## src/rtl/batpu_pkg.sv

```systemverilog
// -----------------------------------------------------------------------------
// batpu_pkg
//   Shared types and constants for the memory-port arbiter.
//   - arb_state_t : arbiter sequencer states
//   - SPACE_*     : encoding of bus_space (which requester owns the bus)
//   - *_W         : address/data widths of the instruction and data ports
// -----------------------------------------------------------------------------
package batpu_pkg;

  typedef enum logic [1:0] {
    IDLE = 2'd0,
    BUSY = 2'd1,
    DONE = 2'd2
  } arb_state_t;

  localparam logic SPACE_INST = 1'b0;
  localparam logic SPACE_DATA = 1'b1;

  localparam int IADDR_W = 10;
  localparam int DADDR_W = 8;
  localparam int IDATA_W = 16;
  localparam int DDATA_W = 8;

  // Watchdog counter width; TIMEOUT is limited to 1..255.
  localparam int WD_W = 8;

endpackage

```

## src/rtl/mem_watchdog.sv

```systemverilog
// -----------------------------------------------------------------------------
// mem_watchdog
//   Enable-gated cycle counter that flags a hung bus transaction.
//   expired_o is high during the TIMEOUT-th enabled cycle after clr_i, so a
//   completion taken on it lands TIMEOUT + 1 enabled cycles after the grant.
// Ports
//   clk        : clock
//   sync_rst   : synchronous active-high reset, clears the count
//   clr_i      : restart counting from zero (asserted on a grant)
//   en_i       : count this cycle (enabled cycle spent in BUSY)
//   expired_o  : count has reached the timeout boundary
// -----------------------------------------------------------------------------
module mem_watchdog
  import batpu_pkg::*;
#(
  parameter int unsigned TIMEOUT = 255
) (
  input  logic clk,
  input  logic sync_rst,
  input  logic clr_i,
  input  logic en_i,
  output logic expired_o
);

  localparam logic [WD_W-1:0] LAST_CNT = WD_W'(TIMEOUT - 1);

  logic [WD_W-1:0] cnt_q;

  assign expired_o = (cnt_q == LAST_CNT);

  // NOTE: sequential state uses non-blocking assignments only, so every
  // flop samples pre-edge values regardless of process ordering.
  always_ff @(posedge clk) begin
    if (sync_rst) begin
      cnt_q <= '0;
    end else if (clr_i) begin
      cnt_q <= '0;
    end else if (en_i && !expired_o) begin
      // Saturate at the boundary so a stalled exit can never wrap the count.
      cnt_q <= cnt_q + 1'b1;
    end
  end

endmodule

```

## src/rtl/mem_port_arbiter.sv

```systemverilog
// -----------------------------------------------------------------------------
// mem_port_arbiter
//   Shares one single-port external memory bus between the icache refill path
//   (16-bit read-only, 10-bit word address) and the core data path (8-bit
//   read/write, 8-bit address). Round-robin grant, one transaction at a time,
//   one-cycle acknowledge with registered read data, watchdog completion.
// Ports
//   clk, clk_en, sync_rst       : clock, global enable, sync active-high reset
//   i_req/i_addr                : instruction read request (held until i_ack)
//   i_rdata/i_ack/i_err         : instruction completion
//   d_req/d_we/d_addr/d_wdata   : data request (held until d_ack)
//   d_rdata/d_ack/d_err         : data completion
//   bus_req/space/we/addr/wdata : external bus command (registered)
//   bus_rdata/bus_ack           : external bus response
// -----------------------------------------------------------------------------
module mem_port_arbiter
  import batpu_pkg::*;
#(
  parameter int unsigned TIMEOUT = 255
) (
  input  logic               clk,
  input  logic               clk_en,
  input  logic               sync_rst,
  input  logic               i_req,
  input  logic [IADDR_W-1:0] i_addr,
  output logic [IDATA_W-1:0] i_rdata,
  output logic               i_ack,
  output logic               i_err,
  input  logic               d_req,
  input  logic               d_we,
  input  logic [DADDR_W-1:0] d_addr,
  input  logic [DDATA_W-1:0] d_wdata,
  output logic [DDATA_W-1:0] d_rdata,
  output logic               d_ack,
  output logic               d_err,
  output logic               bus_req,
  output logic               bus_space,
  output logic               bus_we,
  output logic [IADDR_W-1:0] bus_addr,
  output logic [DDATA_W-1:0] bus_wdata,
  input  logic [IDATA_W-1:0] bus_rdata,
  input  logic               bus_ack
);

  arb_state_t         state_q, state_d;
  logic               last_q, last_d;
  logic               bus_req_q, bus_req_d;
  logic               bus_space_q, bus_space_d;
  logic               bus_we_q, bus_we_d;
  logic [IADDR_W-1:0] bus_addr_q, bus_addr_d;
  logic [DDATA_W-1:0] bus_wdata_q, bus_wdata_d;
  logic [IDATA_W-1:0] i_rdata_q, i_rdata_d;
  logic [DDATA_W-1:0] d_rdata_q, d_rdata_d;
  logic               i_ack_q, i_ack_d, i_err_q, i_err_d;
  logic               d_ack_q, d_ack_d, d_err_q, d_err_d;

  // Ack capture that runs even with clk_en low, so a bus_ack pulse during a
  // disabled cycle (and its read data) is not lost.
  logic               ack_seen_q;
  logic [IDATA_W-1:0] ack_data_q;

  logic               grant;
  logic               wd_en;
  logic               wd_expired;
  logic               any_ack;
  logic               timed_out;
  logic               pick_inst;
  logic [IDATA_W-1:0] rdata_sel;

  assign grant   = clk_en && (state_q == IDLE) && (i_req || d_req);
  assign wd_en   = clk_en && (state_q == BUSY);
  assign any_ack = ack_seen_q || bus_ack;

  mem_watchdog #(.TIMEOUT(TIMEOUT)) u_watchdog (
    .clk       (clk),
    .sync_rst  (sync_rst),
    .clr_i     (grant),
    .en_i      (wd_en),
    .expired_o (wd_expired)
  );

  // NOTE: every signal assigned here gets a default first; a path that
  // leaves one unassigned would infer a latch.
  always_comb begin
    state_d     = state_q;
    last_d      = last_q;
    bus_req_d   = bus_req_q;
    bus_space_d = bus_space_q;
    bus_we_d    = bus_we_q;
    bus_addr_d  = bus_addr_q;
    bus_wdata_d = bus_wdata_q;
    i_rdata_d   = i_rdata_q;
    d_rdata_d   = d_rdata_q;
    i_ack_d     = 1'b0;
    i_err_d     = 1'b0;
    d_ack_d     = 1'b0;
    d_err_d     = 1'b0;
    pick_inst   = 1'b0;
    timed_out   = 1'b0;
    rdata_sel   = '0;

    unique case (state_q)
      IDLE: begin
        if (i_req || d_req) begin
          // On a tie the side not served last wins.
          pick_inst = i_req && (!d_req || (last_q == SPACE_DATA));
          bus_req_d = 1'b1;
          state_d   = BUSY;
          if (pick_inst) begin
            bus_space_d = SPACE_INST;
            bus_we_d    = 1'b0;
            bus_addr_d  = i_addr;
            bus_wdata_d = '0;
          end else begin
            bus_space_d = SPACE_DATA;
            bus_we_d    = d_we;
            bus_addr_d  = {{(IADDR_W-DADDR_W){1'b0}}, d_addr};
            bus_wdata_d = d_wdata;
          end
        end
      end

      BUSY: begin
        if (any_ack || wd_expired) begin
          // A real ack wins over a watchdog expiry in the same cycle.
          timed_out = !any_ack;
          if (timed_out) begin
            rdata_sel = '0;
          end else if (bus_ack) begin
            rdata_sel = bus_rdata;
          end else begin
            rdata_sel = ack_data_q;
          end
          if (bus_space_q == SPACE_INST) begin
            i_rdata_d = rdata_sel;
            i_ack_d   = 1'b1;
            i_err_d   = timed_out;
          end else begin
            d_rdata_d = rdata_sel[DDATA_W-1:0];
            d_ack_d   = 1'b1;
            d_err_d   = timed_out;
          end
          bus_req_d = 1'b0;
          last_d    = bus_space_q;
          state_d   = DONE;
        end
      end

      DONE: begin
        state_d = IDLE;
      end

      default: begin
        state_d = IDLE;
      end
    endcase
  end

  // NOTE: reset is checked ahead of clk_en so it takes effect even while the
  // clock enable is low; every output register, data included, is reset.
  always_ff @(posedge clk) begin
    if (sync_rst) begin
      state_q     <= IDLE;
      last_q      <= SPACE_DATA;
      bus_req_q   <= 1'b0;
      bus_space_q <= SPACE_INST;
      bus_we_q    <= 1'b0;
      bus_addr_q  <= '0;
      bus_wdata_q <= '0;
      i_rdata_q   <= '0;
      d_rdata_q   <= '0;
      i_ack_q     <= 1'b0;
      i_err_q     <= 1'b0;
      d_ack_q     <= 1'b0;
      d_err_q     <= 1'b0;
    end else if (clk_en) begin
      state_q     <= state_d;
      last_q      <= last_d;
      bus_req_q   <= bus_req_d;
      bus_space_q <= bus_space_d;
      bus_we_q    <= bus_we_d;
      bus_addr_q  <= bus_addr_d;
      bus_wdata_q <= bus_wdata_d;
      i_rdata_q   <= i_rdata_d;
      d_rdata_q   <= d_rdata_d;
      i_ack_q     <= i_ack_d;
      i_err_q     <= i_err_d;
      d_ack_q     <= d_ack_d;
      d_err_q     <= d_err_d;
    end
  end

  // Only acks inside BUSY count; the flag restarts with every grant.
  always_ff @(posedge clk) begin
    if (sync_rst) begin
      ack_seen_q <= 1'b0;
      ack_data_q <= '0;
    end else if (grant) begin
      ack_seen_q <= 1'b0;
    end else if ((state_q == BUSY) && bus_ack && !ack_seen_q) begin
      ack_seen_q <= 1'b1;
      ack_data_q <= bus_rdata;
    end
  end

  assign bus_req   = bus_req_q;
  assign bus_space = bus_space_q;
  assign bus_we    = bus_we_q;
  assign bus_addr  = bus_addr_q;
  assign bus_wdata = bus_wdata_q;
  assign i_rdata   = i_rdata_q;
  assign i_ack     = i_ack_q;
  assign i_err     = i_err_q;
  assign d_rdata   = d_rdata_q;
  assign d_ack     = d_ack_q;
  assign d_err     = d_err_q;

endmodule

```

## config.mk

```make
export PLATFORM = sky130hd
export DESIGN_NAME = mem_port_arbiter
export DESIGN_NICKNAME = d
export VERILOG_FILES = /design/src/rtl/batpu_pkg.sv /design/src/rtl/mem_watchdog.sv /design/src/rtl/mem_port_arbiter.sv
export SDC_FILE = /design/constraint.sdc
export NUM_CORES = 1
export LEC_CHECK = 0
export BUFFER_PORTS_ARGS = -buffer_cell sky130_fd_sc_hd__buf_2
export CORE_MARGIN = 3
export CORE_UTILIZATION = 55
export CTS_CLUSTER_SIZE = 14
export DETAILED_ROUTE_END_ITERATION = 7
export HOLD_SLACK_MARGIN = 0.05
export PLACE_DENSITY = 0.85
export SYNTH_ARGS = -nofsm -noshare
export SYNTH_HDL_FRONTEND = slang
export SYNTH_HIERARCHICAL = 1
export SYNTH_SLANG_ARGS = --single-unit
```

## constraint.sdc

```tcl
create_clock -name clk -period 5.24 [get_ports clk]
set_input_delay 0.524 -clock clk [delete_from_list [all_inputs] [get_ports clk]]
set_output_delay 0.524 -clock clk [all_outputs]
set_load 0.03 [all_outputs]
```

After elaboration in Yosys (flattened, before gate mapping)
Index checks and enable logic that the tools add are counted.
{"block": "word_totals", "register_bits": 77, "output_inout_bits": 49, "word_cells": 72}
{"block": "classes", "addsub": 1, "eq_ne": 4, "n_mux": 24, "bitwise_logic": 2, "reduce_logical": 25}
{"op": "two-way mux 16 bit", "count": 2}
{"op": "two-way mux 1 bit", "count": 16}
{"op": "AND reduction 4 bit", "count": 3}
{"op": "two-way mux 10 bit", "count": 1}
{"op": "AND reduction 3 bit", "count": 3}
{"op": "adder 8 x 1 -> 8 bit, second input constant", "count": 1}
{"op": "equality test 8 bit, second input constant", "count": 1}
{"op": "two-way mux 8 bit", "count": 1}
{"op": "logical AND 1 bit", "count": 7}
{"op": "logical NOT 1 bit", "count": 4}
{"op": "logical OR 1 bit", "count": 4}
{"op": "two-way mux 2 bit", "count": 2}
{"op": "!= test 2 x 1 -> 1 bit, second input constant", "count": 2}
{"op": "case mux 2 bit (2 select lines)", "count": 1}
{"op": "equality test 2 x 1 -> 1 bit, second input constant", "count": 1}
{"op": "logical NOT 2 bit", "count": 1}
{"op": "NOT 1 bit", "count": 2}
{"op": "case mux 1 bit (2 select lines)", "count": 1}
{"op": "AND reduction 2 bit", "count": 1}
{"op": "nonzero test 2 bit", "count": 1}
{"op": "OR reduction 2 bit", "count": 1}

Depth between registers and ports, before layout
{"block": "logic_depth", "word_depth": 5, "mapped_depth": 10, "depth_no_buf": 9}

Hierarchy
Netlist, hierarchy kept.
{"mod": "mem_port_arbiter", "instances": 1, "cells_per_inst": 309, "area_per_inst_um2": 2728.9}
{"mod": "mem_watchdog", "instances": 1, "cells_per_inst": 51, "area_per_inst_um2": 442.9}

Worst setup path before layout
OpenSTA, ideal clock, no wires.
{"block": "synth_timing", "path_kind": "register -> register", "startpoint": "reg u_watchdog.cnt_q[0]", "endpoint": "reg d_ack_q (netlist: d_ack)", "arrival_ns": 1.691, "t_required_ns": 5.112, "slack_ns": 3.422, "stages_incl_launch_ff": 11, "path_cell_list": "dfxtp_1 > inv_1 > ha_1 > and3_1 > nand2_1 > inv_1 > nor3_4 > nor3b_4 > buf_2 > a21oi_1 > nor2_1"}
{"block": "synth_via", "elab_chain_cells": 4}
{"item": "start: declaration", "line_no": "mem_watchdog.sv:27", "text": "logic [WD_W-1:0] cnt_q;"}
{"item": "start signal: assignment", "line_no": "mem_watchdog.sv:40", "text": "cnt_q <= cnt_q + 1'b1;"}
{"item": "equality test 8 bit", "line_no": "mem_watchdog.sv:29", "text": "assign expired_o = (cnt_q == LAST_CNT);"}
{"item": "named net wd_expired", "line_no": "mem_port_arbiter.sv:64", "text": "logic wd_expired;"}
{"item": "logical OR 1 bit", "line_no": "mem_port_arbiter.sv:124", "text": "if (any_ack || wd_expired) begin"}
{"item": "two-way mux 1 bit", "line_no": "mem_port_arbiter.sv:124"}
{"item": "two-way mux 1 bit", "line_no": "mem_port_arbiter.sv:102", "text": "unique case (state_q)"}
{"item": "end signal: assignment", "line_no": "mem_port_arbiter.sv:188", "text": "d_ack_q <= d_ack_d;"}
{"item": "end: declaration", "line_no": "mem_port_arbiter.sv:55", "text": "logic d_ack_q, d_ack_d, d_err_q, d_err_d;"}
The timed path passes the listed nets, and every way through them passes these cells.
A chain may end at the register's enable or synchronous reset.

Final worst setup path
{"block": "layout_timing", "startpoint": "reg u_watchdog.cnt_q[0]", "endpoint": "reg i_rdata_q[3] (netlist: i_rdata[3])"}
{"block": "layout_via", "elab_chain_cells": 3}
{"item": "equality test 8 bit", "line_no": "mem_watchdog.sv:29"}
{"item": "named net wd_expired", "line_no": "mem_port_arbiter.sv:64"}
{"item": "logical OR 1 bit", "line_no": "mem_port_arbiter.sv:124"}
{"item": "AND reduction 4 bit (no line)"}
{"item": "end signal: assignment", "line_no": "mem_port_arbiter.sv:184", "text": "i_rdata_q <= i_rdata_d;"}
{"item": "end: declaration", "line_no": "mem_port_arbiter.sv:52", "text": "logic [IDATA_W-1:0] i_rdata_q, i_rdata_d;"}
The timed path passes the listed nets, and every way through them passes these cells.

==> results_dict.tcl <==
set metrics [dict create \
    status "completed" \
    vias 2842 \
    routed_wl_um 7390 \
    syn_avg_cell_area_um2 8.81 \
    ys.flop_type "dfxtp_1" \
    p_sw_uw 323 \
    synth_cell_type_count 47 \
    die_area_um2 6710 \
    hold_violations 0 \
    tightest_slew_ns 1.03 \
    rsz0062_at_grt "false" \
    fillers 460 \
    synth_edf_count 0 \
    antenna_found_initial 0 \
    dr.pass1.iters 4 \
    setup_violations 0 \
    nNetsFinal 496 \
    initialDrtViolationCount 126 \
    netlist_area_um2 3170 \
    drc_errors 0 \
    yosysWarningCount 6 \
    placed_area_um2 3630 \
    synthTopCellsByArea "dfxtp_1, nand2_1, a21oi_1" \
    critical-path-max-stage-delay_ns 0.82 \
    syn_inst 360 \
    avgViaCountPerCell 5.45 \
    pwr-share-seq_pct 53.0 \
    h-tree-depth 3 \
    slowest_stage "nor3_4" \
    p_int_uw 858 \
    clock_path_buffers 2 \
    row_count 27 \
    slew_viol_final 0 \
    fin_crit_ns 2.43 \
    fin_area_um2 3800 \
    hp-class "primary input to register" \
    clk_pin_slew_ns 0.08 \
    die_height_um 81.9 \
    path_cells "inv_1 -> ha_1 -> and3_1 -> nand2_1 -> inv_1 -> nor3_4 -> nor3_4 -> nor2_1 -> a211oi_1" \
    peakVddDrop_uv 172 \
    seq_area_frac_synth_pct 48.6 \
    final_antenna_net_count 0 \
    ys_top_cells_by_count "dfxtp_1, nand2_1, nor2_1" \
    cts_buffers 9 \
    wire_per_inst_um 14.2 \
    grt_pass1_wl_um 11300 \
    tns_ns 0 \
    crit_path_end_kind "register" \
    root_buffer "clkbuf_8" \
    p_sw_share_pct 27.3 \
    diodes 0 \
    leakage_uw 0.00165 \
    synth.most_common_cell "dfxtp_1" \
    portBuffers 97 \
    drive_gt1_share_pct 27.8 \
    grt_use_total_pct 21.7 \
    globalplace.congestion 0.774 \
    cts_resized 0 \
    synth_fp_nets 411 \
    clock.fmax_mhz 411 \
    critical_path_class "register to register" \
    hpwlAfterDp_um 5330 \
    pwr-share-clk_pct 33.6 \
    fin_crit_sh_pct 46.4 \
    cts_tree "done" \
    coreArea_um2 5540 \
    arrival_ns 2.68 \
    gr-total-overflow 0 \
    relSlewSlack_pct 31.3 \
    skew_ns 0.0108 \
    syn_to_final_growth_pct 19.8 \
    grt_pass1_vias 2460 \
    start_kind "register" \
    start_util_pct 57.2 \
    post_cts_buffers 0 \
    required_ns 5.48 \
    drv_cap 0 \
    ios 98 \
    synth_area_leader_cell "dfxtp_1" \
    grt_max_degree 56 \
    combPwrFrac_pct 13.4 \
    ctsHoldBuffers 0 \
    power.density_nw_per_um2 311 \
    clkLatencyLatePin_ns 0.34 \
    async_flop_share_pct 0 \
    ys_ff_latch 77 \
    die_w_um 81.9 \
    clock-sinks 77 \
    critPathMaxFanout 33 \
    netlist.area_leader.share_pct 48.6 \
]
==> cells in the final DEF, fill, tap and decap left out, drive strengths merged, types with 11 or more instances in the layout <==
master | synthesis | layout
clkbuf | 8 | 11
a211oi | 26 | 26
nor2 | 52 | 52
a22o | 11 | 11
nand2 | 57 | 57
dfxtp | 77 | 77
buf | 17 | 99
a21oi | 41 | 41
mux2i | 11 | 11
==> routing by layer <==
metal | global-route usage (%) | up-vias | routed length, um
met4 | 5.48 | 0 | 65
met2 | 35.3 | 83 | 3550
met1 | 29.2 | 1314 | 3260
met3 | 4.93 | 11 | 515
met5 | 0 | - | 0
li1 | - | 1434 | -
==> per-stage QoR <==
step / worst slack (ns) / cells / power, uW / utilization, % / hold slack (ns)
global placement: 2.89 / 506 / 793 / 65.4 / 0.440
detailed placement: 2.82 / 506 / 797 / 65.4 / 0.444
floorplan: 3.42 / 360 / 746 / - / 0.433
global route: 2.49 / 521 / 1240 / 68.6 / 0.381
finish: 2.81 / 521 / 1180 / 68.6 / 0.400
CTS: 2.81 / 521 / 1190 / 68.6 / 0.387
==> power groups by stage <==
stage | logic [uW] | registers (uW) | clock network [uW]
after floorplan | 78.4 | 668 | 0
after global placement | 155 | 638 | 0
after detailed placement | 158 | 639 | 0
after CTS | 159 | 626 | 406
after global routing | 173 | 629 | 436
final | 158 | 626 | 397
==> kinds of logic after synthesis <==
group / share of synthesized area, %
AO/OA/AOI/OAI: 21.3
buffers and inverters: 5.25
AND/OR/NAND/NOR: 20.6
multiplexers: 3.47
flip-flops: 48.6
adder cells (fa/ha/maj): 0.789
==> registers in the layout (all words and copies together), names as in the netlist <==
signal and cells:
ack_data_q 16, ack_seen_q 1, bus_addr 10, bus_req 1, bus_space 1, bus_wdata 8, bus_we 1, d_ack 1
d_err 1, d_rdata 8, i_ack 1, i_err 1, i_rdata 16, last_q 1, state_q 2, u_watchdog/cnt_q 8
==> cell type report <==
class	instances	area, um^2	share of cell area, %
tap	72	90.1	2.37
inverter	8	30.0	0.790
sequential	77	1540	40.6
multi-input combinational	250	1460	38.5
clock inverter	4	23.8	0.625
timing repair buffer	99	500	13.2
clock buffer	11	151	3.98
==> critical path: cells and delay by family, from the launching register on <==
| family | cells | cell delay (ns) |
|---|---|---|
| simple gates | 5 | 1.30 |
| flops | 1 | 0.35 |
| compound gates | 1 | 0.25 |
| buf+inv | 2 | 0.23 |
| fa+ha+maj | 1 | 0.20 |
==> path summary, 6_finish.rpt <==
kind              cells past startpoint            end                start  slack (ns)
setup / recovery                      9     i_rdata[3]  u_watchdog/cnt_q[0]        2.81
hold / removal                        2   bus_wdata[7]           d_wdata[7]        0.40
hold reg to reg                       2  ack_data_q[7]        ack_data_q[7]        0.46
setup reg to reg                      9     i_rdata[3]  u_watchdog/cnt_q[0]        2.81
(Power assumes the default switching activity.)
